$ cat src/rtl/mem_pkg.sv
// -----------------------------------------------------------------------------
// mem_pkg
// Shared constants for the MEM-stage load/store controller.
//   - funct3 encodings for load/store size and sign
//   - MEM-stage FSM state encoding (2 bits)
//   - default access timeout in REQ-state cycles
// -----------------------------------------------------------------------------
package mem_pkg;

    // Load/store funct3 encodings (RV32I)
    localparam logic [2:0] F3_B  = 3'b000;
    localparam logic [2:0] F3_H  = 3'b001;
    localparam logic [2:0] F3_W  = 3'b010;
    localparam logic [2:0] F3_BU = 3'b100;
    localparam logic [2:0] F3_HU = 3'b101;

    // MEM-stage FSM states
    localparam logic [1:0] ST_IDLE = 2'd0;
    localparam logic [1:0] ST_REQ  = 2'd1;
    localparam logic [1:0] ST_DONE = 2'd2;

    // Maximum number of REQ cycles before an access is aborted
    localparam int TIMEOUT_DEF = 16;

endpackage

$ cat src/rtl/lsu_lane_align.sv
// -----------------------------------------------------------------------------
// lsu_lane_align
// Purely combinational byte-lane steering for one load/store access.
// Ports:
//   is_load    in   1   access is a load (stores otherwise)
//   funct3     in   3   size/sign field
//   addr_lo    in   2   low address bits (byte offset in the word)
//   wdata      in  32   store data from the pipeline
//   rdata      in  32   read word from the bus
//   be         out  4   byte enables for the bus
//   wdata_lane out 32   store data replicated across the lanes
//   load_ext   out 32   selected and sign/zero-extended load data
//   legal      out  1   funct3 is valid for this access direction
//   aligned    out  1   address is naturally aligned for this size
// -----------------------------------------------------------------------------
module lsu_lane_align
    import mem_pkg::*;
(
    input  logic        is_load,
    input  logic [2:0]  funct3,
    input  logic [1:0]  addr_lo,
    input  logic [31:0] wdata,
    input  logic [31:0] rdata,
    output logic [3:0]  be,
    output logic [31:0] wdata_lane,
    output logic [31:0] load_ext,
    output logic        legal,
    output logic        aligned
);

    logic [7:0]  byte_sel;
    logic [15:0] half_sel;

    assign byte_sel = rdata[{addr_lo, 3'b000} +: 8];
    assign half_sel = addr_lo[1] ? rdata[31:16] : rdata[15:0];

    always_comb begin
        // Loads always fetch the full word; the lane is picked from rdata.
        be         = 4'b1111;
        wdata_lane = wdata;
        load_ext   = rdata;
        legal      = 1'b0;
        aligned    = 1'b0;
        case (funct3)
            F3_B: begin
                legal    = 1'b1;
                aligned  = 1'b1;
                load_ext = {{24{byte_sel[7]}}, byte_sel};
                if (!is_load) begin
                    be         = 4'b0001 << addr_lo;
                    wdata_lane = {4{wdata[7:0]}};
                end
            end
            F3_H: begin
                legal    = 1'b1;
                aligned  = ~addr_lo[0];
                load_ext = {{16{half_sel[15]}}, half_sel};
                if (!is_load) begin
                    be         = addr_lo[1] ? 4'b1100 : 4'b0011;
                    wdata_lane = {2{wdata[15:0]}};
                end
            end
            F3_W: begin
                legal   = 1'b1;
                aligned = (addr_lo == 2'b00);
            end
            F3_BU: begin
                // Unsigned forms only exist for loads
                legal    = is_load;
                aligned  = 1'b1;
                load_ext = {24'h0, byte_sel};
            end
            F3_HU: begin
                legal    = is_load;
                aligned  = ~addr_lo[0];
                load_ext = {16'h0, half_sel};
            end
            default: begin
                legal = 1'b0;
            end
        endcase
    end

endmodule

$ cat src/rtl/mem_stage_ctrl.sv
// -----------------------------------------------------------------------------
// mem_stage_ctrl
// Sequences the MEM stage of the RV32I pipeline against a req/ready data bus.
// Ports:
//   clk, rst_n            clock (rising edge), async active-low reset
//   mem_read_m            load in MEM stage
//   mem_write_m           store in MEM stage (ignored if mem_read_m is set)
//   funct3_m, addr_m      access size/sign and effective address
//   wdata_m               store data
//   bus_req/we/addr/wdata/be  bus request side
//   bus_ready, bus_rdata  bus completion and read data
//   load_data_m           extended load result, valid in DONE
//   stall_m               freeze upstream pipeline registers
//   misalign_err          one-cycle pulse in DONE: misaligned or illegal funct3
//   timeout_err           one-cycle pulse in DONE: access aborted
//
// Bus handshake: bus_req rises on entry to REQ and stays high, with we/addr/
// be/wdata held constant, until the first cycle in which bus_ready is high
// at the clock edge; that edge completes the transfer (and samples bus_rdata
// for reads). bus_ready outside REQ carries no meaning and is ignored.
// -----------------------------------------------------------------------------
module mem_stage_ctrl
    import mem_pkg::*;
#(
    parameter int TIMEOUT = TIMEOUT_DEF,
    parameter int AW      = 32
)(
    input  logic          clk,
    input  logic          rst_n,
    input  logic          mem_read_m,
    input  logic          mem_write_m,
    input  logic [2:0]    funct3_m,
    input  logic [31:0]   addr_m,
    input  logic [31:0]   wdata_m,
    output logic          bus_req,
    output logic          bus_we,
    output logic [AW-1:0] bus_addr,
    output logic [31:0]   bus_wdata,
    output logic [3:0]    bus_be,
    input  logic          bus_ready,
    input  logic [31:0]   bus_rdata,
    output logic [31:0]   load_data_m,
    output logic          stall_m,
    output logic          misalign_err,
    output logic          timeout_err
);

    localparam int            CW       = $clog2(TIMEOUT);
    localparam logic [CW-1:0] CNT_LAST = CW'(TIMEOUT - 1);

    logic [1:0]    state;
    logic [CW-1:0] cnt;
    logic          access;
    logic [3:0]    lane_be;
    logic [31:0]   lane_wdata;
    logic [31:0]   lane_load;
    logic          lane_legal;
    logic          lane_aligned;

    assign access = mem_read_m | mem_write_m;

    // Driven straight from state so an async reset drops the request at once.
    assign bus_req = (state == ST_REQ);

    // Released in DONE so the pipeline advances exactly once per access.
    assign stall_m = ((state == ST_IDLE) && access) || (state == ST_REQ);

    // A read wins when both controls are set, so mem_read_m alone is the
    // direction.
    lsu_lane_align u_lane (
        .is_load    (mem_read_m),
        .funct3     (funct3_m),
        .addr_lo    (addr_m[1:0]),
        .wdata      (wdata_m),
        .rdata      (bus_rdata),
        .be         (lane_be),
        .wdata_lane (lane_wdata),
        .load_ext   (lane_load),
        .legal      (lane_legal),
        .aligned    (lane_aligned)
    );

    always_ff @(posedge clk or negedge rst_n) begin
        if (!rst_n) begin
            state        <= ST_IDLE;
            cnt          <= '0;
            bus_we       <= 1'b0;
            bus_addr     <= '0;
            bus_wdata    <= '0;
            bus_be       <= 4'b0000;
            load_data_m  <= '0;
            misalign_err <= 1'b0;
            timeout_err  <= 1'b0;
        end else begin
            case (state)
                ST_IDLE: begin
                    if (access) begin
                        if (lane_legal && lane_aligned) begin
                            // Bus fields are captured once so they stay
                            // stable for the whole REQ phase.
                            state     <= ST_REQ;
                            cnt       <= '0;
                            bus_we    <= ~mem_read_m;
                            bus_addr  <= {addr_m[AW-1:2], 2'b00};
                            bus_be    <= lane_be;
                            bus_wdata <= mem_read_m ? 32'h0 : lane_wdata;
                        end else begin
                            state        <= ST_DONE;
                            misalign_err <= 1'b1;
                            load_data_m  <= '0;
                        end
                    end
                end
                ST_REQ: begin
                    if (bus_ready) begin
                        state       <= ST_DONE;
                        cnt         <= '0;
                        load_data_m <= bus_we ? 32'h0 : lane_load;
                    end else if (cnt == CNT_LAST) begin
                        state       <= ST_DONE;
                        cnt         <= '0;
                        timeout_err <= 1'b1;
                        load_data_m <= '0;
                    end else begin
                        cnt <= cnt + 1'b1;
                    end
                end
                ST_DONE: begin
                    // Inputs still hold the same instruction here; return to
                    // IDLE without looking at them.
                    state        <= ST_IDLE;
                    cnt          <= '0;
                    misalign_err <= 1'b0;
                    timeout_err  <= 1'b0;
                    bus_we       <= 1'b0;
                    bus_be       <= 4'b0000;
                    bus_wdata    <= '0;
                end
                default: begin
                    state <= ST_IDLE;
                    cnt   <= '0;
                end
            endcase
        end
    end

endmodule
$ cat config.mk
export PLATFORM = sky130hd
export DESIGN_NAME = mem_stage_ctrl
export DESIGN_NICKNAME = d
export VERILOG_FILES = /design/src/rtl/mem_pkg.sv /design/src/rtl/lsu_lane_align.sv /design/src/rtl/mem_stage_ctrl.sv
export SDC_FILE = /design/constraint.sdc
export NUM_CORES = 1
export LEC_CHECK = 0
export ABC_AREA = 1
export BUFFER_PORTS_ARGS = -buffer_cell sky130_fd_sc_hd__buf_2
export CAP_MARGIN = 30
export CELL_PAD_IN_SITES_DETAIL_PLACEMENT = 0
export CELL_PAD_IN_SITES_GLOBAL_PLACEMENT = 1
export CORE_MARGIN = 3
export CORE_UTILIZATION = 37
export DETAILED_ROUTE_END_ITERATION = 12
export PLACE_DENSITY_LB_ADDON = 0.1
export SLEW_MARGIN = 20
export SYNTH_ARGS = -nofsm -noshare
export SYNTH_HDL_FRONTEND = slang
export SYNTH_HIERARCHICAL = 1
export SYNTH_SLANG_ARGS = --single-unit
$ cat constraint.sdc
create_clock -name clk -period 2.86 [get_ports clk]
set_input_delay 0.572 -clock clk [delete_from_list [all_inputs] [get_ports clk]]
set_output_delay 0.572 -clock clk [all_outputs]
set_load 0.02 [all_outputs]
==> results_dict.tcl <==
set metrics [dict create \
    status "completed" \
    grt_antenna_before_repair 0 \
    final_nets 1121 \
    ys_seq_area_share_pct 45.9 \
    crit_path_max_incr_delay_ns 0.38 \
    grt_overflow 0 \
    yosys.area_share.simple_pct 34.5 \
    finalHoldViolations 0 \
    ys_warn_count 6 \
    synth_edf_count 0 \
    die-area_um2 17300 \
    num_vias 5699 \
    clk_latency_ns 0.35 \
    start_kind "flop" \
    cp.arrival_ns 1.67 \
    routed_wl_mm 17.6 \
    tightest_slew_ns 0.660 \
    ys_top_cells_by_area "dfrtp_1 (46%), nand2_1 (23%), inv_1 (5.4%)" \
    core_area_um2 15300 \
    initial_core_util_pct 38.1 \
    regToRegSetupSlack_ns 0.87 \
    cp_slowest_cell "dfrtp_1" \
    fp.dieW_um 132 \
    r2r_start "state[1]" \
    ios 209 \
    hold_ws_ns 0.126 \
    cts_setup_buffers 0 \
    die_h_um 132 \
    drt_first_pass_iters 5 \
    r2r_cells 9 \
    gp_congestion 0.842 \
    postPlaceCellArea_um2 7000 \
    cts_made_buffers 9 \
    cts_tree "done" \
    syn_inst 829 \
    port_buffers 206 \
    end_kind "output pin" \
    synthToLayoutAreaGrowth_pct 25.0 \
    fin_skew_ns 0.0108 \
    synth_fa_ha_area_share_pct 0.859 \
    sw_frac_of_total_pct 40.7 \
    htreeDepth 3 \
    clock_path_buffers 2 \
    insertedDiodeCount 0 \
    utilization_pct 47.6 \
    synth-xor-area-share_pct 0 \
    p_leak_nw 4.45 \
    seq_power_share_pct 39.0 \
    hp-class "input port to asynchronous set/reset pin" \
    post-synth-top-count-cell "nand2_1" \
    synth_area_per_cell_um2 7.03 \
    power_frac_clock_pct 24.3 \
    grtUsageTotal_pct 20.3 \
    fin_tns_setup_ns 0 \
    muxShareOfSynthArea_pct 0.172 \
    required_ns 2.29 \
    synth_top_area_share_pct 45.9 \
    slew_headroom_pct 55.8 \
    synth_top_family_by_area "simple AND/OR/NAND/NOR gates" \
    avgViaCountPerCell 4.64 \
    holdBufCountCts 0 \
    cts.sinks 107 \
    synth_top_area_cell "dfrtp_1" \
    cp_common_cell "inv_1" \
    power.internal_mw 2.95 \
    first_global_vias 5410 \
    async_flop_share_pct 100 \
    drt_iter0_drc 322 \
    min_period_over_period_pct 78.5 \
    dp_hpwl_mm 12.9 \
    clkSlewWorstSetupHoldPaths_ns 0.08 \
    p_per_area_nw_per_um2 683 \
    rows 45 \
    rsz0062_at_grt "no" \
    max-vdd-ir-drop_mv 0.402 \
    root_buffer "clkbuf_16" \
    comb_power_share_pct 36.8 \
    synth_compound_area_share_pct 7.83 \
    grt_pass1_wl_mm 28.5 \
    fmax_mhz 445 \
    layout-drive-gt1-share_pct 25.4 \
    synth_cell_types 30 \
    ys_top_cells_by_count "nand2_1 (357), dfrtp_1 (107), inv_1 (84)" \
    post_cts_resized 0 \
    fin_area_um2 7290 \
    netSwitchingPower_mw 2.03 \
    wl_per_cell_um 14.3 \
    crit_chain "inv_1 > ha_1 > inv_1 > o21ai_0 > buf_2" \
    drt.antenna.violating_nets 0 \
    crit_fanout 7 \
    drv_slew 0 \
    cap_violations 0 \
    reg2reg_to "load_data_m[5]" \
    synth_flop_cell "dfrtp_1" \
    setup_viol 0 \
    grt_start_max_net_pins 52 \
    syn_area_um2 5830 \
    worstSetupPathType "flop to output pin" \
    min_period_ns 2.25 \
    drc 0 \
    ys_ff_latch 107 \
]
==> state kept, by name, indices dropped and copies added (netlist names) <==
register / count
misalign_err: 1
cnt: 4
bus_addr: 30
state: 2
bus_be: 4
bus_we: 1
bus_wdata: 32
load_data_m: 32
timeout_err: 1
==> through the flow <==
| step | worst slack, ns | std cells | power (mW) |
|---|---|---|---|
| after floorplan | 0.676 | 830 | 3.18 |
| after global placement | 0.379 | 1212 | 3.81 |
| after detailed placement | 0.376 | 1213 | 3.83 |
| after CTS | 0.605 | 1229 | 5.07 |
| after global routing | 0.446 | 1229 | 5.33 |
| final | 0.614 | 1229 | 4.98 |
==> worst max path at each step <==
stage                     start             to  slack (ns)  cells after the start
floorplan           funct3_m[0]  bus_wdata[14]        0.68                     10
global placement    funct3_m[1]    bus_addr[6]        0.38                      9
detailed placement  funct3_m[1]  bus_wdata[11]        0.38                     11
CTS                    state[0]        stall_m        0.61                      5
global route        funct3_m[1]  bus_wdata[25]        0.45                     11
finish                 state[1]        stall_m        0.61                      5
==> per-layer routing <==
layer	global-route usage, %	routed length [um]	vias to the layer above
li1	-	-	2920
met1	30.6	8880	2583
met3	3.14	967	13
met5	0	0	-
met2	30.3	7550	183
met4	5.60	224	0
==> layout by cell type (no fill, tap or decap), types with 2 or more instances in the layout <==
master	instances
o22ai_1	2
o211ai_1	12
clkinv_2	2
dfrtp_1	107
a21oi_2	2
o21ai_0	38
or2_2	2
a21oi_1	17
inv_2	5
nand3_1	46
nor2_1	64
buf_4	14
conb_1	2
clkbuf_16	9
buf_2	205
inv_1	84
nand2_2	7
nand4_1	9
nand2_1	357
a22oi_1	6
ha_1	4
nor3_1	7
nor2_4	2
==> cell families (layout without fill, tap and decap cells) <==
group / count (synthesis) / count (layout)
AOI/OAI and AO/OA: 80 / 80
adders and majority gates: 4 / 4
buffers and inverters: 138 / 326
DFF: 107 / 107
muxes: 1 / 1
other: 1 / 2
and+or+nand+nor: 498 / 498
==> worst max-delay path: cells and delay by family (launching register included) <==
family	cells	cell delay (ns)
AO/OA/AOI/OAI	1	0.19
buffers and inverters	3	0.41
adder cells (fa/ha/maj)	1	0.34
flip-flops	1	0.38
==> power groups by stage <==
stage	Sequential, mW	Clock (mW)	Combinational (mW)
after detailed placement	1.97	0	1.86
final	1.94	1.21	1.83
after global routing	1.98	1.31	2.03
after CTS	1.94	1.27	1.86
after global placement	1.97	0	1.84
after floorplan	2.32	0	0.856
==> final cells by class <==
class | instances | area (um^2)
fill | 1686 | 8030
sequential | 107 | 2680
multi-input combinational | 585 | 2540
timing repair buffer | 221 | 1180
inverter | 89 | 334
tap | 211 | 264
clock buffer | 9 | 225
clock inverter | 7 | 62.6
(Power assumes the default switching activity.)
